$ cat config.mk
export PLATFORM = sky130hd
export DESIGN_NAME = mem_access_ctrl
export DESIGN_NICKNAME = d
export VERILOG_FILES = /design/src/rtl/mem_access_ctrl_pkg.sv /design/src/rtl/mem_access_ctrl_be_gen.sv /design/src/rtl/mem_access_ctrl.sv
export SDC_FILE = /design/constraint.sdc
export NUM_CORES = 1
export LEC_CHECK = 0
export ABC_AREA = 1
export CORE_ASPECT_RATIO = 1.2
export CORE_MARGIN = 3
export CORE_UTILIZATION = 24
export CTS_BUF_LIST = sky130_fd_sc_hd__clkbuf_4
export CTS_CLUSTER_DIAMETER = 50
export DETAILED_ROUTE_END_ITERATION = 6
export PLACE_DENSITY = 0.6
export SYNTH_ARGS = -nofsm -noshare
export SYNTH_HDL_FRONTEND = slang
export SYNTH_HIERARCHICAL = 1
export SYNTH_SLANG_ARGS = --single-unit
export TNS_END_PERCENT = 50
$ cat constraint.sdc
create_clock -name clk -period 1.7 [get_ports clk]
set_input_delay 0.34 -clock clk [delete_from_list [all_inputs] [get_ports clk]]
set_output_delay 0.34 -clock clk [all_outputs]
set_load 0.05 [all_outputs]
$ cat src/rtl/mem_access_ctrl_pkg.sv
// Opcode constants and access-size helpers shared by the memory access controller.
// Opcode values follow the MIPS instr[31:26] encoding for the eight load/store ops.
package mem_access_ctrl_pkg;

    localparam logic [5:0] OP_LB  = 6'b100000;
    localparam logic [5:0] OP_LH  = 6'b100001;
    localparam logic [5:0] OP_LW  = 6'b100011;
    localparam logic [5:0] OP_LBU = 6'b100100;
    localparam logic [5:0] OP_LHU = 6'b100101;
    localparam logic [5:0] OP_SB  = 6'b101000;
    localparam logic [5:0] OP_SH  = 6'b101001;
    localparam logic [5:0] OP_SW  = 6'b101011;

    typedef enum logic [1:0] {
        SZ_BYTE = 2'd0,
        SZ_HALF = 2'd1,
        SZ_WORD = 2'd2,
        SZ_NONE = 2'd3
    } acc_size_e;

    typedef struct packed {
        logic      valid;
        logic      store;
        logic      sext;
        acc_size_e size;
    } op_info_t;

    function automatic op_info_t decode_op(input logic [5:0] op);
        op_info_t info;
        info = '{valid: 1'b0, store: 1'b0, sext: 1'b0, size: SZ_NONE};
        case (op)
            OP_LB:   info = '{valid: 1'b1, store: 1'b0, sext: 1'b1, size: SZ_BYTE};
            OP_LH:   info = '{valid: 1'b1, store: 1'b0, sext: 1'b1, size: SZ_HALF};
            OP_LW:   info = '{valid: 1'b1, store: 1'b0, sext: 1'b0, size: SZ_WORD};
            OP_LBU:  info = '{valid: 1'b1, store: 1'b0, sext: 1'b0, size: SZ_BYTE};
            OP_LHU:  info = '{valid: 1'b1, store: 1'b0, sext: 1'b0, size: SZ_HALF};
            OP_SB:   info = '{valid: 1'b1, store: 1'b1, sext: 1'b0, size: SZ_BYTE};
            OP_SH:   info = '{valid: 1'b1, store: 1'b1, sext: 1'b0, size: SZ_HALF};
            OP_SW:   info = '{valid: 1'b1, store: 1'b1, sext: 1'b0, size: SZ_WORD};
            default: info = '{valid: 1'b0, store: 1'b0, sext: 1'b0, size: SZ_NONE};
        endcase
        return info;
    endfunction

    function automatic logic op_accepted(input logic [5:0] op);
        op_info_t info;
        info = decode_op(op);
        return info.valid;
    endfunction

    function automatic acc_size_e op_size(input logic [5:0] op);
        op_info_t info;
        info = decode_op(op);
        return info.size;
    endfunction

    function automatic logic is_misaligned(input acc_size_e size, input logic [1:0] lo);
        logic mis;
        case (size)
            SZ_HALF: mis = lo[0];
            SZ_WORD: mis = |lo;
            default: mis = 1'b0;
        endcase
        return mis;
    endfunction

    // Byte lane selects the low byte of the shifted word; half lane uses addr[1] only.
    function automatic logic [31:0] extract_load(input acc_size_e size, input logic sext,
                                                 input logic [1:0] lo, input logic [31:0] word);
        logic [7:0]  b;
        logic [15:0] h;
        logic [31:0] r;
        b = 8'(word >> {lo, 3'b000});
        h = 16'(word >> {lo[1], 4'b0000});
        case (size)
            SZ_BYTE: r = {{24{sext & b[7]}}, b};
            SZ_HALF: r = {{16{sext & h[15]}}, h};
            default: r = word;
        endcase
        return r;
    endfunction

    function automatic logic [31:0] replicate_wdata(input acc_size_e size, input logic [31:0] wdata);
        logic [31:0] r;
        case (size)
            SZ_BYTE: r = {4{wdata[7:0]}};
            SZ_HALF: r = {2{wdata[15:0]}};
            default: r = wdata;
        endcase
        return r;
    endfunction

endpackage

$ cat src/rtl/mem_access_ctrl_be_gen.sv
// Combinational byte-enable generator for the eight load/store opcodes.
// Loads get the same enables as the matching store so memory sees the accessed lanes.
module mem_be_gen
    import mem_access_ctrl_pkg::*;
(
    input  logic [5:0] op_i,
    input  logic [1:0] addr_lo_i,
    output logic [3:0] be_o
);

    always_comb begin
        be_o = 4'b0000;
        case (op_i)
            OP_LW, OP_SW:         be_o = 4'b1111;
            OP_LH, OP_LHU, OP_SH: be_o = addr_lo_i[1] ? 4'b1100 : 4'b0011;
            OP_LB, OP_LBU, OP_SB: be_o = 4'b0001 << addr_lo_i;
            default:              be_o = 4'b0000;
        endcase
    end

endmodule

$ cat src/rtl/mem_access_ctrl.sv
// Load/store sequencer between the CPU control FSM and a ready-handshake data memory.
// Optional misaligned-access trap is enabled by defining MISALIGN_TRAP_EN.
module mem_access_ctrl
    import mem_access_ctrl_pkg::*;
#(
    parameter int unsigned TIMEOUT_CYCLES = 16
) (
    input  logic        clk,
    input  logic        rst,
    input  logic        req_i,
    input  logic [5:0]  op_i,
    input  logic [31:0] addr_i,
    input  logic [31:0] wdata_i,
    output logic        busy_o,
    output logic        done_o,
    output logic        err_o,
    output logic [31:0] rdata_o,
    output logic        mem_en_o,
    output logic        mem_we_o,
    output logic [31:0] mem_addr_o,
    output logic [3:0]  mem_be_o,
    output logic [31:0] mem_wdata_o,
    input  logic [31:0] mem_rdata_i,
    input  logic        mem_ready_i
);

    // state  | meaning
    // IDLE   | waiting for an accepted load/store request
    // ACCESS | memory request held, waiting for mem_ready or timeout
    // DONE   | one-cycle completion pulse
    // ERR    | one-cycle completion pulse with err, rdata untouched
    localparam logic [1:0] ST_IDLE   = 2'd0;
    localparam logic [1:0] ST_ACCESS = 2'd1;
    localparam logic [1:0] ST_DONE   = 2'd2;
    localparam logic [1:0] ST_ERR    = 2'd3;

    localparam logic [7:0] CNT_LAST = 8'(TIMEOUT_CYCLES - 1);

    logic [1:0]  state_q, state_d;
    logic [5:0]  op_q, op_d;
    logic [31:0] addr_q, addr_d;
    logic [31:0] wdata_q, wdata_d;
    logic [31:0] rdata_q, rdata_d;
    logic [7:0]  cnt_q, cnt_d;

    op_info_t    lat_info;
    logic        in_accept;
    logic        in_trap;
    logic        in_access;
    logic [3:0]  be;

    assign lat_info  = decode_op(op_q);
    assign in_accept = req_i & op_accepted(op_i);
    assign in_access = (state_q == ST_ACCESS);

`ifdef MISALIGN_TRAP_EN
    assign in_trap = is_misaligned(op_size(op_i), addr_i[1:0]);
`else
    assign in_trap = 1'b0;
`endif

    mem_be_gen u_be_gen (
        .op_i      (op_q),
        .addr_lo_i (addr_q[1:0]),
        .be_o      (be)
    );

    always_comb begin
        state_d = state_q;
        op_d    = op_q;
        addr_d  = addr_q;
        wdata_d = wdata_q;
        rdata_d = rdata_q;
        cnt_d   = cnt_q;
        case (state_q)
            ST_IDLE: begin
                if (in_accept) begin
                    op_d    = op_i;
                    addr_d  = addr_i;
                    wdata_d = wdata_i;
                    cnt_d   = 8'd0;
                    state_d = in_trap ? ST_ERR : ST_ACCESS;
                end
            end
            ST_ACCESS: begin
                // mem_ready takes priority over a timeout landing in the same cycle
                if (mem_ready_i) begin
                    if (!lat_info.store) begin
                        rdata_d = extract_load(lat_info.size, lat_info.sext, addr_q[1:0], mem_rdata_i);
                    end
                    cnt_d   = 8'd0;
                    state_d = ST_DONE;
                end else if (cnt_q == CNT_LAST) begin
                    cnt_d   = 8'd0;
                    state_d = ST_ERR;
                end else begin
                    cnt_d = cnt_q + 8'd1;
                end
            end
            ST_DONE: state_d = ST_IDLE;
            ST_ERR:  state_d = ST_IDLE;
            default: state_d = ST_IDLE;
        endcase
    end

    always_ff @(posedge clk) begin
        if (rst) begin
            state_q <= ST_IDLE;
            op_q    <= 6'd0;
            addr_q  <= 32'd0;
            wdata_q <= 32'd0;
            rdata_q <= 32'd0;
            cnt_q   <= 8'd0;
        end else begin
            state_q <= state_d;
            op_q    <= op_d;
            addr_q  <= addr_d;
            wdata_q <= wdata_d;
            rdata_q <= rdata_d;
            cnt_q   <= cnt_d;
        end
    end

    // Memory-side outputs are forced to zero outside ACCESS so an abandoned access leaves nothing driven.
    assign mem_en_o    = in_access & lat_info.valid;
    assign mem_we_o    = mem_en_o & lat_info.store;
    assign mem_addr_o  = mem_en_o ? {addr_q[31:2], 2'b00} : 32'd0;
    assign mem_be_o    = mem_en_o ? be : 4'b0000;
    assign mem_wdata_o = mem_we_o ? replicate_wdata(lat_info.size, wdata_q) : 32'd0;

    assign busy_o  = (state_q != ST_IDLE);
    assign done_o  = (state_q == ST_DONE) | (state_q == ST_ERR);
    assign err_o   = (state_q == ST_ERR);
    assign rdata_o = rdata_q;

endmodule
# Word level (Yosys, flattened, before mapping)
# Index checks and enable logic that the tools add are counted.
[op_classes] addsub=1 n_eq_ne=23 n_shift=3 muxes=17 bitwise=7 n_reduce_logical=12
[ops] operator="32-bit case mux with 2 select lines" n=2
[ops] operator="6-bit == test (second input constant)" n=16
[ops] operator="5-bit case mux with 8 select lines" n=2
[ops] operator="32-bit 2-to-1 mux" n=2
[ops] operator="32-bit by 5-bit >> shifter with 16-bit output" n=1
[ops] operator="32-bit by 5-bit >> shifter with 8-bit output" n=1
[ops] operator="8-bit 2-to-1 mux" n=3
[ops] operator="8-bit case mux with 2 select lines" n=1
[ops] operator="4-bit case mux with 3 select lines" n=1
[ops] operator="8-bit by 1-bit adder with 8-bit output (second input constant)" n=1
[ops] operator="8-bit by 4-bit == test with 1-bit output (second input constant)" n=1
[ops] operator="4-bit 2-to-1 mux" n=2
[ops] operator="2-bit 2-to-1 mux" n=3
[ops] operator="2-bit case mux with 3 select lines" n=1
[ops] operator="2-bit AND reduction" n=3
[ops] operator="3-bit OR reduction" n=2
[ops] operator="1-bit bitwise AND" n=5
[ops] operator="2-bit by 1-bit == test with 1-bit output (second input constant)" n=2
[ops] operator="2-bit == test (second input constant)" n=2
[ops] operator="2-bit zero test" n=2
[ops] operator="2-bit nonzero test" n=2
[ops] operator="2-bit OR reduction" n=2
[ops] operator="1-bit by 2-bit left shift with 4-bit output (first input constant)" n=1
[ops] operator="3-bit by 2-bit != test with 1-bit output (second input constant)" n=1
[ops] operator="other kinds (4)" n=4
[totals] register_bits=112 inputBits=106 out_inout_bits=105 wordCells=69

# Depth between registers and ports, before layout
# Gate-level depths: netlist (run 1).
[logic_depth] word_depth=5 depth_mapped=10 depth_no_buf=9

# Modules after synthesis
# Netlist (run 1), hierarchy kept.
[modules_own_cells] module="mem_access_ctrl" instances=1 cells_each=844 area_per_inst_um2=5560.3 seq_area_each_um2=2242.2
[modules_own_cells] module="mem_be_gen" instances=1 cells_each=26 area_per_inst_um2=121.4 seq_area_each_um2=0.0

# Worst setup path before layout (run 1)
# No wires, ideal clock.
[synth_path] path_kind="flip-flop to output port" start="register op_q[5]" end="output mem_wdata_o[17]" arrival_ns=2.150 required_time_ns=1.360 path_slack_ns=-0.790 stages_incl_launch_ff=8 path_cell_list="dfxtp_1 inv_2 nor2_4 nand4_1 nor2_2 buf_2 o21ai_0 a21oi_1"
[synth_via] elab_chain_len=5
[synth_lines] element="start, declared" line="mem_access_ctrl.sv:40" text="logic [5:0] op_q, op_d;"
[synth_lines] element="start signal, assigned" line="mem_access_ctrl.sv:116" text="op_q <= op_d;"
[synth_lines] element="6-bit == test" line="mem_access_ctrl_pkg.sv:31" text="case (op)"
[synth_lines] element="5-bit case mux with 8 select lines *" line="mem_access_ctrl_pkg.sv:31"
[synth_lines] element="1-bit bitwise AND" line="mem_access_ctrl.sv:125" text="assign mem_en_o = in_access & lat_info.valid;"
[synth_lines] element="1-bit bitwise AND *" line="mem_access_ctrl.sv:126" text="assign mem_we_o = mem_en_o & lat_info.store;"
[synth_lines] element="net mem_we_o" line="mem_access_ctrl.sv:19" text="output logic mem_we_o,"
[synth_lines] element="32-bit 2-to-1 mux *" line="mem_access_ctrl.sv:129" text="assign mem_wdata_o = mem_we_o ? replicate_wdata(lat_info.size, wdata_q) : 32'd0;"
[synth_lines] element="end, declared" line="mem_access_ctrl.sv:22" text="output logic [31:0] mem_wdata_o,"
# Mark *: on every way through the listed nets, which the timed path passes. The rest lies on a longest branch.

# Final worst setup path (run 1)
[layout_path] start="register op_q[5]" end="output mem_wdata_o[18]"
[layout_via] elab_chain_len=5
[layout_lines] element="6-bit == test" line="mem_access_ctrl_pkg.sv:31"
[layout_lines] element="5-bit case mux with 8 select lines *" line="mem_access_ctrl_pkg.sv:31"
[layout_lines] element="2-bit by 1-bit == test with 1-bit output, or another cell as far along" line="mem_access_ctrl_pkg.sv:85" text="case (size)"
[layout_lines] element="32-bit case mux with 2 select lines / 1-bit bitwise AND (equally long branches)" line="mem_access_ctrl_pkg.sv:85, mem_access_ctrl.sv:126"
[layout_lines] element="32-bit 2-to-1 mux *" line="mem_access_ctrl.sv:129"
# Mark *: on every way between the ends. The rest lies on a longest branch, timed or not.

==> results of run 1 <==
==> layout by cell type (no fill, tap or decap), types with 3 or more instances in the layout <==
cell type | synthesis | routed
nor2_4 | 1 | 54
o22ai_2 | 0 | 7
nand2_2 | 0 | 3
nand4_1 | 7 | 7
nor3_1 | 3 | 3
nand3_4 | 1 | 4
o21ai_4 | 0 | 5
a21oi_4 | 0 | 15
nor2_2 | 3 | 8
nand2_4 | 0 | 3
dfxtp_1 | 112 | 106
buf_8 | 0 | 3
buf_6 | 1 | 10
o21ai_0 | 123 | 105
dfxtp_2 | 0 | 5
inv_1 | 97 | 91
buf_4 | 6 | 101
o21ai_1 | 2 | 8
inv_2 | 5 | 8
a21oi_1 | 95 | 80
clkdlybuf4s50_1 | 0 | 105
clkbuf_4 | 0 | 9
inv_8 | 0 | 3
buf_12 | 0 | 78
o21bai_1 | 8 | 8
nand2_1 | 142 | 136
o211ai_1 | 8 | 8
nor2_1 | 139 | 82
nand3_1 | 34 | 33
or2_2 | 14 | 14
o21ai_2 | 0 | 7
==> state kept, by name (all words and copies together), names as in the netlist <==
name	flops
addr_q	32
cnt_q	8
op_q	6
rdata_o	32
state_q	2
wdata_q	32
==> layout make-up <==
class,count,area [µm²]
Sequential cell,112,2250
Clock inverter,7,83.8
Clock buffer,9,67.6
Antenna cell,1,2.50
Multi-Input combinational cell,603,3600
Fill cell,2323,12900
Timing Repair Buffer,298,3550
Inverter,102,398
Tap cell,315,394
==> timing repair <==
| item | 4_1_cts | 5_1_grt |
|---|---|---|
| buffers inserted | 4 | 3 |
| gates resized for setup | 54 | 36 |
| pin swaps | 10 | 3 |
| cloned | 1 | 2 |
| setup endpoints to repair | 70 | 102 |
==> path summary, 6_finish.rpt <==
kind / startpoint / end / slack [ps] / cells after the start
setup reg to reg: op_q[5]$_SDFFE_PP0P_ / rdata_o[8]$_SDFFE_PP0P_ / -70 / 11
hold reg to reg: wdata_q[24]$_SDFFE_PP0P_ / wdata_q[24]$_SDFFE_PP0P_ / 470 / 2
setup / recovery: op_q[5]$_SDFFE_PP0P_ / mem_wdata_o[18] / -700 / 9
hold / removal: wdata_i[5] / wdata_q[5]$_SDFFE_PP0P_ / 430 / 3
==> cells by family after synthesis <==
family          Yosys count
buf+inv                 158
compound gates          249
simple gates            347
fa+ha+maj                 1
xor+xnor                  2
flops                   112
other cells               1
==> per-stage QoR <==
step | TNS, ps | total power [µW] | std cells | util | setup slack, ps
global route | -55420 | 5730 | 1447 | 0.446 | -833
global placement | -30650 | 3940 | 1422 | 0.422 | -335
detailed placement | -30880 | 3950 | 1422 | 0.422 | -325
finish | -44380 | 5440 | 1447 | 0.446 | -703
floorplan | -5180 | 3400 | 871 | - | -188
CTS | -44500 | 5520 | 1443 | 0.439 | -731
==> worst max-delay path: stages (launching register included) <==
cell	delay, ps
dfxtp_2	380
inv_2	50
nor2_4	110
nand3_1	130
nand2_4	140
nand2_4	100
buf_4	170
buf_4	160
a21oi_4	160
buf_12	150
==> power by group through the flow <==
stage | sequential [µW] | combinational, µW | clock (µW)
after floorplan | 2940 | 460 | 0
after global placement | 2830 | 1110 | 0
after detailed placement | 2830 | 1120 | 0
after CTS | 2780 | 1150 | 1590
after global routing | 2800 | 1260 | 1670
final | 2780 | 1160 | 1500
==> routing by layer <==
metal / share of wire / GRT usage / up-vias
met5: 0 / 0 / -
met4: 0.019 / 0.0494 / 0
met3: 0.058 / 0.0344 / 27
met2: 0.51 / 0.287 / 174
met1: 0.41 / 0.187 / 2903
li1: - / - / 3324
==> impl_metrics.tcl, run 1 <==
set metrics [dict create \
    drive_gt1_frac 0.309 \
    core-area_um2 23200 \
    gp_congestion 0.838 \
    synth_cell_types 33 \
    vdd_ir_drop_max_mv 0.308 \
    io_buffers 208 \
    hp-class "in -> reg" \
    drt-initial-drc-count 255 \
    status "finished, violations left" \
    crit_arrival_ps 2060 \
    cts_buffers 9 \
    fp-row-count 61 \
    synth-seq-cells 112 \
    synth_fa_ha_area_frac 0.00220 \
    clock_power_share 0.275 \
    fmax_ghz 0.416 \
    maxCapViolations 0 \
    seqPwrFrac 0.512 \
    p_leak_uw 0.00388 \
    place_area_um2 9790 \
    drcViolationCount 0 \
    synthMuxAreaShare 0 \
    ctsHtreeMaxLevel 3 \
    final_max_slew_viol_count 0 \
    postCtsHoldBufs 0 \
    synth_simple_gate_area_frac 0.254 \
    cts-root-buf "clkbuf_4" \
    syn_area_um2 5680 \
    dpl.hpwl_um 15800 \
    syn_avg_cell_area_um2 6.53 \
    yosysMostFrequentCell "nand2_1" \
    grt_max_degree 62 \
    globalRoute.totalOverflow 0 \
    skew_ps 13.8 \
    synthTopCellsByArea "dfxtp_1, o21ai_0, nand2_1" \
    cts_buffer_depth 2 \
    rsz0062_at_grt "true" \
    failed_checks "setup timing" \
    yosysSeqAreaShare 0.395 \
    grt_pass1_vias 6248 \
    synth_top_cell_by_area "dfxtp_1" \
    layout.nets 1233 \
    synth_edf_count 0 \
    route.antenna.remaining_nets 0 \
    combPwrFrac 0.213 \
    areaGrowthSynthToFinish_pct 82.1 \
    initial_core_util 0.245 \
    antenna_found_initial 1 \
    synth_top_family_by_area "simple AND/OR/NAND/NOR gates" \
    period_share 1.41 \
    die_x_um 146 \
    dr.pass1.iters 7 \
    pin_count 211 \
    ys.warnings.count 6 \
    die-area_um2 25600 \
    synth_common_cells "nand2_1, nor2_1, o21ai_0" \
    grt.total_usage 0.159 \
    start_kind "flop" \
    clkSinkCount 112 \
    required_ps 1360 \
    setup.worst_path.class "reg -> out" \
    via_count 6428 \
    hold_viol 0 \
    hold_ws_ps 430 \
    p_int_uw 3740 \
    synth_top_area_frac 0.395 \
    clk_latency_ps 500 \
    cts_tree "done" \
    swShare 0.312 \
    synth-xor-area-share 0.00308 \
    synth_compound_area_frac 0.233 \
    die_h_um 175 \
    cp-end-kind "output port" \
    grt_pass1_wl_um 32900 \
    fin_area_um2 10300 \
    yosys_most_used_dff "dfxtp_1" \
    clk_pin_slew_ps 190 \
    wirelength_um 20900 \
    power_density_nw_per_um2 525 \
    final.min_clock_period_ps 2400 \
    ys_async_sr_fraction 0 \
    worst_slack_ps -703 \
    wl_per_cell_um 14.5 \
    critPathMaxFanout 5 \
    power.switching_uw 1700 \
    syn_inst 870 \
    vias_per_cell 4.44 \
    setup_viol 93 \
]
No activity file was read; power rests on OpenSTA's default activity.
==> run 2, diff against run 1 <==
CORE_MARGIN = not set   (was 3)
==> run 2 against run 1 <==
Against the previous run: the flow still finishes with violations (setup timing); first-iteration DRC count shrank 13%; power decreased by 0.21%; final cell count down 0.28%; sequential share of layout area rose by 0.18 points; global-route usage increased by 0.94 points; sequential cell count unchanged; register-to-register slack worse by 50 ps; clock-buffer cell count unchanged; die area down 5.0%; routed wire length shrank 3.0%; via count fell by 0.67%; critical path depth unchanged; critical endpoint is now mem_wdata_o[22].
==> impl_metrics.tcl, run 2 (synthesis gave the netlist of run 1 again) <==
set metrics [dict create \
    route.antenna.remaining_nets 0 \
    grt_pass1_wl_um 31900 \
    clk_latency_ps 490 \
    p_leak_uw 0.00384 \
    fp-row-count 61 \
    period_share 1.40 \
    multi_input_area_um2 3540 \
    antenna_found_initial 1 \
    setup_viol 101 \
    drive_gt1_frac 0.294 \
    io_buffers 208 \
    layout.nets 1229 \
    critPathMaxFanout 10 \
    p_total_uw 5430 \
    initial_core_util 0.245 \
    final_max_slew_viol_count 0 \
    vias_per_cell 4.42 \
    final.min_clock_period_ps 2390 \
    die-area_um2 24300 \
    start_kind "flop" \
    crit_arrival_ps 2050 \
    grt_max_degree 64 \
    swShare 0.312 \
    die_h_um 171 \
    globalRoute.totalOverflow 0 \
    finalSetupTns_ps -43890 \
    regArea_um2 2250 \
    seqPwrFrac 0.513 \
    failed_checks "setup timing" \
    cts-root-buf "clkbuf_4" \
    required_ps 1360 \
    grt_pass1_vias 6187 \
    wl_per_cell_um 14.1 \
    die_x_um 142 \
    cts_buffers 9 \
    drt-initial-drc-count 222 \
    cts_buffer_depth 2 \
    status "finished, violations left" \
    clk_pin_slew_ps 210 \
    dr.pass1.iters 4 \
    hold_viol 0 \
    clkSinkCount 112 \
    cp-end-kind "output port" \
    core-area_um2 23200 \
    pin_count 211 \
    vdd_ir_drop_max_mv 0.454 \
    fill_cells 2350 \
    gp_congestion 0.821 \
    drcViolationCount 0 \
    setup.worst_path.class "reg -> out" \
    dpl.hpwl_um 15400 \
    final_cell_mix "nand2_1, o21ai_0, dfxtp_1, clkdlybuf4s50_1, buf_4" \
    grt.total_usage 0.168 \
    worst_slack_ps -687 \
    clock_power_share 0.277 \
    ctsHtreeMaxLevel 3 \
    power_density_nw_per_um2 530 \
    areaGrowthSynthToFinish_pct 80.3 \
    preCtsSetupSlack_ps -431 \
    rsz0062_at_grt "true" \
    combPwrFrac 0.210 \
    final_common_cell "nand2_1" \
    skew_ps 17.8 \
    p_int_uw 3730 \
    maxCapViolations 0 \
    via_count 6385 \
    hp-class "in -> reg" \
    cts_tree "done" \
    power.switching_uw 1690 \
    fmax_ghz 0.419 \
    wirelength_um 20300 \
]
## run 2: cell types whose count changed in the layout (fill, tap and decap cells not counted), moves of 4 or more
cell / before / now
o22ai_1: 0 / 4
buf_4: 101 / 96
o21ai_2: 7 / 3
o21ai_0: 105 / 109
## run 2: metal layers
| metal | track usage | wire length, µm |
|---|---|---|
| met3 | 0.0367 | 1110 |
| met5 | 0 | 0 |
| met1 | 0.192 | 8350 |
| met2 | 0.304 | 10400 |
| met4 | 0.0636 | 468 |
## run 2: repair_timing
action | in CTS | in global routing
resized for setup | 50 | 14
setup endpoints to repair | 81 | 102
pin swaps | 17 | 3
setup buffers | 8 | 0
cloned | 2 | 0
hold buffers | 0 | 0
## run 2: final timing paths
check | end | startpoint | cells after the start | slack, ps
worst max-delay path | mem_wdata_o[22] | op_q[5]$_SDFFE_PP0P_ | 9 | -690
worst min-delay path | addr_q[20]$_SDFFE_PP0P_ | addr_i[20] | 3 | 430
worst max register to register | rdata_o[8]$_SDFFE_PP0P_ | op_q[5]$_SDFFE_PP0P_ | 11 | -120
worst min register to register | wdata_q[28]$_SDFFE_PP0P_ | wdata_q[28]$_SDFFE_PP0P_ | 2 | 460
## run 2: final cells by class
type,count,area share
timing repair buffer,294,0.343
antenna,1,0.000244
sequential,112,0.219
inverter,102,0.0380
clock buffer,9,0.00659
clock inverter,7,0.00843
multi-input combinational,603,0.346
tap,315,0.0385
## run 2: through the flow
step                      instances  cell area, µm²  hold WS, ps   util
after detailed placement       1416            9750          440  0.420
after global placement         1416            9750          433  0.420
final                          1443           10200          431  0.442
after global routing           1443           10200          365  0.442
after floorplan                 871            6320          425      -
after CTS                      1442           10200          375  0.439
## run 2: critical path: stages (launching register included)
cell and delay, ps:
dfxtp_2 380, inv_2 50, nor2_4 120, nand3_1 130, nand2_4 160, nand2_4 100
buf_12 160, buf_12 150, a21oi_4 170, buf_12 150
## run 2: power groups by stage
stage	clock, µW	combinational (µW)	sequential [µW]
after floorplan	0	460	2940
after global placement	0	1100	2830
after detailed placement	0	1110	2830
after CTS	1590	1150	2780
after global routing	1690	1230	2800
final	1500	1140	2780
==> run 3, diff against run 2 <==
ABC_AREA = not set   (was 1)
CAP_MARGIN = 5   (was not set)
PLACE_DENSITY = 0.61   (was 0.6)
==> run 3 against run 2 <==
Against the previous run: the run still ends with setup timing left; hold slack worse by 230 ps; non-clock buffer count rose by 20; first-iteration DRC count increased by 54%; critical path type unchanged; largest power group unchanged.
==> impl_metrics.tcl, run 3 <==
set metrics [dict create \
    synthTopCellsByArea "dfxtp_1, nand2_1, a21oi_1" \
    ys_async_sr_fraction 0 \
    setup_viol 91 \
    yosysMostFrequentCell "nand2_1" \
    worst_slack_ps -802 \
    rsz0062_at_grt "true" \
    initial_core_util 0.244 \
    synth-seq-cells 112 \
    areaGrowthSynthToFinish_pct 81.6 \
    slew-limit-headroom 0.603 \
    synth_top_area_frac 0.409 \
    critPathSlowestCell "dfxtp_2" \
    die-area_um2 23500 \
    core-area_um2 22400 \
    fin_area_um2 9950 \
    grt.total_usage 0.173 \
    die_h_um 168 \
    critPathMaxFanout 6 \
    synth_simple_gate_area_frac 0.268 \
    synth_top_family_by_area "simple AND/OR/NAND/NOR gates" \
    cts-root-buf "clkbuf_4" \
    ctsHtreeMaxLevel 3 \
    drive_gt1_frac 0.359 \
    drcViolationCount 0 \
    fill_cells 2174 \
    cp-end-kind "output port" \
    synth_top_cell_by_area "dfxtp_1" \
    multi_input_area_um2 3450 \
    ys.warnings.count 6 \
    crit_top_cell "a21oi_2" \
    yosysSeqAreaShare 0.409 \
    die_x_um 140 \
    synth_edf_count 0 \
    syn_avg_cell_area_um2 7.54 \
    clkSinkCount 112 \
    drt-initial-drc-count 341 \
    vias_per_cell 4.79 \
    period_share 1.47 \
    tightest_slew_ps 590 \
    syn_area_um2 5480 \
    hp-class "in -> reg" \
    critPathMaxStageDelay_ps 370 \
    maxCapViolations 0 \
    grt_max_degree 50 \
    clk_latency_ps 490 \
    globalRoute.totalOverflow 0 \
    dr.pass1.iters 6 \
    fmax_ghz 0.400 \
    clk_pin_slew_ps 200 \
    power_density_nw_per_um2 497 \
    required_ps 1360 \
    wirelength_um 21300 \
    synth_common_cells "nand2_1, a21oi_1, dfxtp_1" \
    synth_compound_area_frac 0.233 \
    yosys_most_used_dff "dfxtp_1" \
    r2r_slack_ps -40 \
    layout.nets 1102 \
    syn_inst 727 \
    status "finished, violations left" \
    start_kind "flop" \
    final.min_clock_period_ps 2500 \
    final_common_cell "nand2_1" \
    cts_buffers 9 \
    crit_arrival_ps 2160 \
    postCtsHoldBufs 0 \
    route.antenna.remaining_nets 0 \
    synthMuxAreaShare 0.0351 \
    cts_tree "done" \
    synth_cell_types 55 \
    failed_checks "setup timing" \
    wl_per_cell_um 16.6 \
    skew_ps 21.6 \
    regArea_um2 2260 \
    grt_pass1_vias 5921 \
    gp_congestion 0.810 \
    dpl.hpwl_um 14800 \
    place_area_um2 9260 \
    pin_count 211 \
    synth-xor-area-share 0 \
    vdd_ir_drop_max_mv 0.286 \
    worstPathCellList "buf_4, a21oi_2, a21oi_2, nor4b_4, buf_6, clkbuf_16, and2_4, buf_12" \
    antenna_found_initial 1 \
    synth_fa_ha_area_frac 0.00228 \
    via_count 6134 \
    p_leak_uw 0.00369 \
    fp-row-count 60 \
    cts_buffer_depth 2 \
    final_cell_mix "nand2_1, buf_4, clkdlybuf4s50_1, dfxtp_1, a21oi_1" \
    preCtsSetupSlack_ps -519 \
    hold_viol 0 \
    grt_pass1_wl_um 32100 \
    final_max_slew_viol_count 0 \
    io_buffers 208 \
    setup.worst_path.class "reg -> out" \
]
==> run 3: cell count changes after synthesis, sizes merged, moves of 34 or more <==
cell / delta
nor2: -129
inv: -94
o21ai: -84
nand2: +52
and2: +43
a21oi: +34
==> run 3: final timing paths <==
kind / depth (start not counted) / endpoint / startpoint
hold / removal: 3 / cnt_q[0]$_SDFFE_PP0P_ / rst
hold reg to reg: 2 / wdata_q[18]$_SDFFE_PP0P_ / wdata_q[18]$_SDFFE_PP0P_
setup / recovery: 8 / mem_addr_o[9] / op_q[1]$_SDFFE_PP0P_
setup reg to reg: 7 / rdata_o[8]$_SDFFE_PP0P_ / op_q[5]$_SDFFE_PP0P_
==> run 3: cell type report <==
class / instances / share of cell area
sequential: 112 / 0.227
timing repair buffer: 314 / 0.372
inverter: 8 / 0.00377
clock buffer: 9 / 0.00679
clock inverter: 7 / 0.00716
antenna: 2 / 0.000503
tap: 279 / 0.0351
multi-input combinational: 549 / 0.347
timing repair inverter: 1 / 0.00163
==> run 3: where the power goes <==
| part | leakage, µW | internal (µW) | switching [µW] | total, µW |
|---|---|---|---|---|
| clock network | 0.0000700 | 449 | 994 | 1440 |
| logic | 0.00271 | 411 | 377 | 787 |
| registers | 0.000910 | 2680 | 35.0 | 2710 |
| total | 0.00369 | 3540 | 1410 | 4940 |
==> run 3: worst max-delay path, delay by kind of cell (launching register included) <==
family	cells	cell delay [ps]
AO/OA/AOI/OAI	2	180
buffers and inverters	4	640
AND/OR/NAND/NOR	2	490
flip-flops	1	370
==> run 3: kinds of logic (layout without fill, tap and decap cells) <==
family,after synthesis,count (layout)
compound gates,218,218
fa+ha+maj,1,1
buf+inv,67,339
flops,112,112
mux,17,17
other cells,1,4
simple gates,311,311
==> run 3: repair_timing <==
action                     in CTS  in global routing
resized for setup              61                 34
hold endpoints to repair        0                  0
cloned                          3                  5
setup endpoints to repair     102                103
buffers inserted                9                  7
pin swaps                      12                 12
==> run 3: layer usage <==
layer	up-vias	share of wire	track usage
met5	-	0	0
met3	15	0.062	0.0423
met4	0	0.016	0.0602
met2	205	0.50	0.296
met1	2893	0.42	0.211
li1	3021	-	-
==> run 3: through the flow <==
stage | cells | hold WS, ps | setup TNS [ps] | total power (µW) | util
floorplan | 728 | 432 | -19970 | 3080 | -
global placement | 1239 | 437 | -45330 | 3520 | 0.412
detailed placement | 1239 | 443 | -49870 | 3520 | 0.412
CTS | 1267 | 157 | -53360 | 4990 | 0.432
global route | 1280 | 185 | -59170 | 5160 | 0.443
finish | 1281 | 199 | -49060 | 4940 | 0.443
